**config.mk**
```make
export PLATFORM = sky130hd
export DESIGN_NAME = pipe_skid_stage
export DESIGN_NICKNAME = d
export VERILOG_FILES = /design/src/rtl/pipe_skid_stage.sv
export SDC_FILE = /design/constraint.sdc
export NUM_CORES = 1
export LEC_CHECK = 0
export BUFFER_PORTS_ARGS = -buffer_cell sky130_fd_sc_hd__clkbuf_2
export CAP_MARGIN = 5
export CORE_MARGIN = 2
export CORE_UTILIZATION = 47
export DETAILED_ROUTE_END_ITERATION = 16
export PLACE_DENSITY = 0.75
export SYNTH_ARGS = -nofsm -noshare
export SYNTH_HDL_FRONTEND = slang
export SYNTH_SLANG_ARGS = --single-unit
```
**constraint.sdc**
```tcl
create_clock -name clk -period 1.74 [get_ports clk]
set_clock_uncertainty 0.05 [all_clocks]
set_input_delay 0.174 -clock clk [delete_from_list [all_inputs] [get_ports clk]]
set_output_delay 0.174 -clock clk [all_outputs]
set_load 0.02 [all_outputs]
```
**src/rtl/pipe_skid_stage.sv**
```systemverilog
// pipe_skid_stage: valid/ready pipeline register with a two-entry skid buffer,
// synchronous flush and a saturating bubble counter.
module pipe_skid_stage #(
  parameter int DATA_W = 32,
  parameter int CNT_W = 16,
  parameter logic [DATA_W-1:0] RST_DATA = {DATA_W{1'b0}}
) (
  input  logic              clk,
  input  logic              rst,
  input  logic              flush,
  input  logic              in_valid,
  output logic              in_ready,
  input  logic [DATA_W-1:0] in_data,
  output logic              out_valid,
  input  logic              out_ready,
  output logic [DATA_W-1:0] out_data,
  output logic [1:0]        occupancy,
  input  logic              cnt_clr,
  output logic [CNT_W-1:0]  bubble_cnt
);
  typedef enum logic [1:0] {EMPTY, ONE, FULL} state_t;
  state_t             r_state;
  logic [DATA_W-1:0]  r_main;
  logic [DATA_W-1:0]  r_skid;
  logic [CNT_W-1:0]   r_cnt;
  // Handshake outputs come straight from the state flops, so ready never depends on out_ready.
  assign out_valid  = r_state != EMPTY;
  assign in_ready   = r_state != FULL;
  assign occupancy  = r_state == FULL ? 2'd2 : r_state == ONE ? 2'd1 : 2'd0;
  assign out_data   = r_main;
  assign bubble_cnt = r_cnt;
  always_ff @(posedge clk) begin
    if (rst) begin
      r_state <= EMPTY;
      r_main  <= RST_DATA;
      r_skid  <= RST_DATA;
      r_cnt   <= '0;
    end else begin
      r_cnt <= cnt_clr ? '0 :
               (out_ready && r_state == EMPTY && !flush && r_cnt != '1) ? r_cnt + 1'b1 : r_cnt;
      if (flush) begin
        r_state <= EMPTY;
        r_main  <= RST_DATA;
        r_skid  <= RST_DATA;
      end else begin
        case (r_state)
          EMPTY: if (in_valid) begin
            r_main  <= in_data;
            r_state <= ONE;
          end
          ONE: if (in_valid && out_ready) r_main <= in_data;
          else if (out_ready) r_state <= EMPTY;
          else if (in_valid) begin
            r_skid  <= in_data;
            r_state <= FULL;
          end
          FULL: if (out_ready) begin
            r_main  <= r_skid;
            r_state <= ONE;
          end
          default: r_state <= EMPTY;
        endcase
      end
    end
  end
endmodule

```
==> impl_metrics.yaml, run 1 <==
global_route:
  grt.overflow.total: 0
  grt_pass1_vias: 3143
  grt_antenna_before_repair: 0
  grt_pass1_wl_mm: 14.2
  grt_usage_pct: 21.1
  grt_max_degree: 45
detailed_routing:
  first_pass_iters: 4
  met1Wirelength_mm: 3.70
  avgRoutedWirePerCell_um: 13.3
  drtIter0Drc: 125
  vias: 3273
  met3_length_um: 301
  top_layer: "met4"
  ant_nets: 0
  wirelength_mm: 8.34
  drc: 0
  route.met2.wl_mm: 4.17
  avgViaCountPerCell: 5.24
sta:
  tightestPinTransition_ns: 0.454
  slew_violations: 0
  fin_ws_ns: -0.0306
  final.setup.tns_ns: -0.0620
  setup_viol: 4
  rsz0062_at_grt: "yes"
  period_share_pct: 102
  fin_crit_ns: 1.77
  slew_headroom_pct: 69.7
  finalHoldViolations: 0
  fmax_mhz: 565
final_layout:
  finalNonFillerCells: 625
  drive_above_1_share_pct: 35.0
  fin_area_um2: 4740
  regArea_um2: 1660
  nNetsFinal: 561
  syn2layout_area_growth_pct: 36.2
  num_antenna_cells: 0
  final_util_pct: 65.6
  n_fill_cell: 627
  multiInputGateArea_um2: 1770
placement:
  io_buffers: 89
  hpwl_mm: 5.67
  gp_congestion: 0.809
  place_area_um2: 4250
  dp_cells: 590
run:
  max_cap_violations: 0
pwr:
  peakVddDrop_v: 0.000579
  power_leakage_nw: 2.15
  power_density_nw_per_um2: 848
  fin_total_pwr_w: 0.00402
clocking:
  cts_made_buffers: 9
  clkLatencyLatePin_ns: 0.34
  clkSinkCount: 82
  tritoncts: "done"
  cts_max_path_buffers: 2
  cts-root-buf: "clkbuf_8"
  cts.clk_slew.worst_paths_ns: 0.08
  h-tree-depth: 3
synth:
  synth-main-ff-cell: "dfxtp_1"
  synthTopCellsByCount: "82 x dfxtp_1, 76 x nand2_1, 42 x a21oi_1, 42 x nor2_1, 35 x mux2i_1"
  syn_nets: 434
  synthArstFlopShare_pct: 0
  netlist_top_cells_area: "dfxtp_1 47%, mux2i_1 10%, nand2_1 8.2%, a211oi_1 6.9%, a21oi_1 6.0%"
  syn_area_um2: 3480
  yosys.area.top_type: "dfxtp_1"
  ys_warn_count: 0
  synth_top_area_share_pct: 47.2
  syn_area_per_cell_um2: 8.80
  ys_types: 38
  yosysMostFrequentCell: "dfxtp_1"
  synth-edff-count: 0
  ys_seq_elements: 82
  yosysSeqAreaShare_pct: 47.2
  syn_inst: 395
critical_path:
  crit_required_ns: 1.97
  r2r_start: "r_state[1]"
  cp-start-kind: "flip-flop"
  end_kind: "flip-flop"
  r2r_cells: 5
  r2r-end: "bubble_cnt[11]"
  arrival_ns: 2.00
  path_class: "flip-flop to flip-flop"
  ff2ff_setup_slack_ns: -0.03
  path_max_fanout: 6
floorplanning:
  initial_core_util_pct: 48.2
  die_x_um: 90.0
  ios: 90
  rows: 31
  die-area_um2: 8100
  core_um2: 7210
  die_h_um: 90.0
worst_hold_path:
  min_to: "r_skid[23]"
  hold_class: "primary input to flip-flop"
  min_delay_path_depth: 3
  min-delay-start: "in_data[23]"
run_status:
  violations: "negative setup slack"
  status: "finished with violations"
-- how the worst max path moves through the flow --
stage / startpoint / to / slack, ns / cells past startpoint
4_1_cts: r_state[1] / bubble_cnt[11] / -0.02 / 5
3_3_place_gp: bubble_cnt[0] / bubble_cnt[15] / -0.08 / 5
5_1_grt: r_state[1] / bubble_cnt[11] / -0.13 / 5
6_report: r_state[1] / bubble_cnt[11] / -0.03 / 5
3_5_place_dp: bubble_cnt[0] / bubble_cnt[15] / -0.15 / 5
2_1_floorplan: bubble_cnt[0] / bubble_cnt[5] / 0.002 / 6
-- worst max-delay path, stage by stage (launching register included) --
cell     delay, ns
dfxtp_2       0.34
nor4b_4       0.38
o41ai_4       0.16
buf_6         0.16
or4_4         0.51
a21oi_2       0.12
-- metrics by stage --
stage	hold slack [ns]	setup WS [ns]
floorplan	0.260	0.00231
global placement	0.362	-0.0844
detailed placement	0.367	-0.148
CTS	0.000172	-0.0171
global route	0.00989	-0.128
finish	0.0166	-0.0306
-- final cells by class --
type | count | area share (%)
clock buffers | 9 | 2.62
clock inverters | 6 | 2.43
inverters | 2 | 0.159
multi-input cells | 284 | 37.5
flip-flops and latches | 82 | 35.0
well taps | 99 | 2.62
repair buffers | 143 | 19.8
-- layer usage --
layer	track usage (%)	up-vias
met5	0	-
met4	9.74	0
li1	-	1651
met3	3.86	14
met1	26.0	1539
met2	35.8	69
-- flip-flops by register name, summed over array words and instances (netlist names) --
| name | count |
|---|---|
| out_data | 32 |
| r_skid | 32 |
| bubble_cnt | 16 |
| r_state | 2 |
-- report_power, final --
group / switching [W] / internal [W] / total, W / leakage [nW]
Sequential: 0.0000249 / 0.00192 / 0.00195 / 0.671
Combinational: 0.000258 / 0.000183 / 0.000441 / 1.36
Clock: 0.000675 / 0.000953 / 0.00163 / 0.116
-- placed cells by master, fill, tap and decap left out, types with 2 or more instances in the layout --
cell type,instances
a211oi_2,2
or4_1,3
nand3_2,2
buf_6,2
o21a_1,4
nor2_1,42
or2_2,3
nand4_1,4
inv_1,2
nor3_1,3
dfxtp_1,71
o41ai_1,2
dlygate4sd3_1,11
or3_2,3
or3_1,2
buf_12,4
a211oi_1,30
o21ai_0,4
dfxtp_2,11
a21oi_2,3
clkbuf_8,9
nand2_1,76
clkbuf_2,88
and3_1,2
buf_4,36
nand3_1,3
bufinv_16,3
a21oi_1,39
o31ai_1,3
mux2i_1,35
-- kinds of logic (layout without fill, tap and decap cells) --
logic type / count (synthesis) / in the layout / share of synthesized area (%)
AO/OA/AOI/OAI: 92 / 92 / 17.6
XOR/XNOR: 1 / 1 / 0.252
adder cells (fa/ha/maj): 1 / 1 / 0.360
buffers and inverters: 29 / 160 / 3.81
flip-flops: 82 / 82 / 47.2
multiplexers: 35 / 35 / 10.1
AND/OR/NAND/NOR: 155 / 155 / 20.7
-- timing repair --
| action | 4_1_cts | 5_1_grt |
|---|---|---|
| buffers inserted | 6 | 2 |
| endpoints found under the hold margin | 11 | 0 |
| pin swaps | 6 | 5 |
| gates resized for setup | 11 | 6 |
| hold buffers | 11 | 0 |
| endpoints found under the setup margin | 14 | 17 |
| gates cloned | 1 | 0 |
No activity file was read; power rests on OpenSTA's default activity.
==> run 2, diff against run 1 <==
--- a/config.mk
+++ b/config.mk
@@ -8,9 +8,10 @@
 export BUFFER_PORTS_ARGS = -buffer_cell sky130_fd_sc_hd__clkbuf_2
 export CAP_MARGIN = 5
 export CORE_MARGIN = 2
-export CORE_UTILIZATION = 47
+export CORE_UTILIZATION = 52
+export CTS_BUF_LIST = sky130_fd_sc_hd__clkbuf_8 sky130_fd_sc_hd__clkbuf_16
 export DETAILED_ROUTE_END_ITERATION = 16
-export PLACE_DENSITY = 0.75
+export PLACE_DENSITY = 0.79
 export SYNTH_ARGS = -nofsm -noshare
 export SYNTH_HDL_FRONTEND = slang
 export SYNTH_SLANG_ARGS = --single-unit
==> constraint.sdc (replaced) <==
create_clock -name clk -period 1.94 [get_ports clk]
set_clock_uncertainty 0.05 [all_clocks]
set_input_delay 0.194 -clock clk [delete_from_list [all_inputs] [get_ports clk]]
set_output_delay 0.194 -clock clk [all_outputs]
set_load 0.02 [all_outputs]
==> run 2 against run 1 <==
Against the previous run:
- the run ends with design-rule violations left
- power shrank 6.6%
- global-route usage grew 0.23 points
- via count shrank 5.2%
- sequential share of layout area grew 2.9 points
- die area shrank 9.2%
- critical path type is now flip-flop to primary output
==> impl_metrics.yaml, run 2 (synthesis results as in run 1) <==
critical_path:
  path_max_fanout: 9
  cpMaxStageDelayCell: "or2b_2"
  path_buf_inv: 3
  cp-start-kind: "flip-flop"
  path_class: "flip-flop to primary output"
  arrival_ns: 1.59
  path_cells: "buf_4, or2b_2, inv_1, clkbuf_2"
  critical_path.top_delay_family: "simple AND/OR/NAND/NOR gates"
  end_kind: "primary output"
  crit_required_ns: 1.70
  max_stage_delay_ns: 0.44
floorplanning:
  die_x_um: 85.8
  die_h_um: 85.8
  rows: 29
  core_um2: 6420
  initial_core_util_pct: 54.1
  die-area_um2: 7360
  ios: 90
placement:
  hpwl_mm: 5.41
  io_buffers: 89
  gp_congestion: 0.776
  place_area_um2: 4060
  dp_cells: 550
  pre_cts_ws_ns: 0.102
clocking:
  post-cts-setup-buffer-count: 0
  cts_made_buffers: 9
  clkLatencyLatePin_ns: 0.35
  cts.clk_slew.worst_paths_ns: 0.09
  cts_max_path_buffers: 2
  ctsHoldBuffers: 0
  cts-resized-gates: 0
  h-tree-depth: 3
  cts-root-buf: "clkbuf_8"
  tritoncts: "done"
  clkSinkCount: 82
sta:
  fmax_mhz: 546
  rsz0062_at_grt: "no"
  setup_viol: 0
  fin_ws_ns: 0.110
  period_share_pct: 94.3
  final.setup.tns_ns: 0
  slew_violations: 0
  fin_crit_ns: 1.83
  tightestPinTransition_ns: 0.390
  finalHoldViolations: 0
  slew_headroom_pct: 74.0
pwr:
  peakVddDrop_v: 0.000501
  power_density_nw_per_um2: 863
  power_leakage_nw: 1.96
  fin_total_pwr_w: 0.00375
worst_hold_path:
  hold_class: "primary input to flip-flop"
run:
  max_cap_violations: 0
detailed_routing:
  avgRoutedWirePerCell_um: 13.9
  ant_nets: 0
  vias: 3104
  drc: 5
  wirelength_mm: 7.85
  first_pass_iters: 10
  drtIter0Drc: 152
  avgViaCountPerCell: 5.48
final_layout:
  num_antenna_cells: 0
  nNetsFinal: 523
  finalNonFillerCells: 566
  n_fill_cell: 544
  final_common_cell: "clkbuf_2"
  syn2layout_area_growth_pct: 25.0
  drive_above_1_share_pct: 28.4
  fin_area_um2: 4350
  final_cell_mix: "89 x clkbuf_2, 81 x dfxtp_1, 76 x nand2_1, 42 x a21oi_1, 42 x nor2_1"
global_route:
  grt.overflow.total: 0
  grt_pass1_wl_mm: 12.6
  grt_antenna_before_repair: 0
  grt_max_degree: 43
  grt_usage_pct: 21.3
  grt_pass1_vias: 2771
run_status:
  status: "finished with violations"
  violations: "design-rule violations"
-- run 2: cell count changes in the layout (fill, tap and decap cells not counted), moves of 3 or more --
cell,delta
dlygate4sd3_1,-11
a21oi_2,-3
dfxtp_2,-10
buf_4,-24
dfxtp_1,+10
a21oi_1,+3
-- run 2: power breakdown --
group	internal (W)	total [W]	switching (W)	leakage (nW)
clock	0.00102	0.00165	0.000626	0.137
sequential	0.00172	0.00175	0.0000228	0.666
combinational	0.000134	0.000353	0.000219	1.16
-- run 2: layer usage --
metal	vias to the layer above	routed length, um	track usage [%]
met5	-	0	0
met4	0	161	9.81
met3	15	382	4.33
met2	76	3850	35.7
met1	1440	3450	26.5
li1	1573	-	-
-- run 2: cell type report --
type	count	area [um^2]	area share, %
clock buffer	10	138	3.17
clock inverter	6	138	3.17
inverter	2	7.51	0.173
multi-input combinational	284	1720	39.5
sequential	82	1640	37.8
tap	77	96.3	2.22
timing repair buffer	105	607	14.0
-- run 2: worst paths after layout --
| check | startpoint | depth (start not counted) | end | slack, ns |
|---|---|---|---|---|
| hold / removal | in_data[3] | 3 | r_skid[3] | 0.02 |
| setup reg to reg | r_state[0] | 5 | bubble_cnt[11] | 0.11 |
| setup / recovery | r_state[1] | 4 | occupancy[1] | 0.11 |
| hold reg to reg | r_skid[30] | 2 | r_skid[30] | 0.41 |
-- run 2: worst reg2reg max path, delay by kind of cell (launching register included) --
| kind | cells | cell delay (ns) |
|---|---|---|
| AO/OA/AOI/OAI | 2 | 0.29 |
| buffers and inverters | 1 | 0.18 |
| flip-flops | 1 | 0.34 |
| AND/OR/NAND/NOR | 2 | 0.91 |
-- run 2: per-stage QoR --
stage	utilization, %	hold slack [ns]
2_1_floorplan	-	0.280
3_3_place_gp	63.2	0.381
3_5_place_dp	63.2	0.387
4_1_cts	67.5	0.0109
5_1_grt	67.7	0.0190
6_report	67.7	0.0189
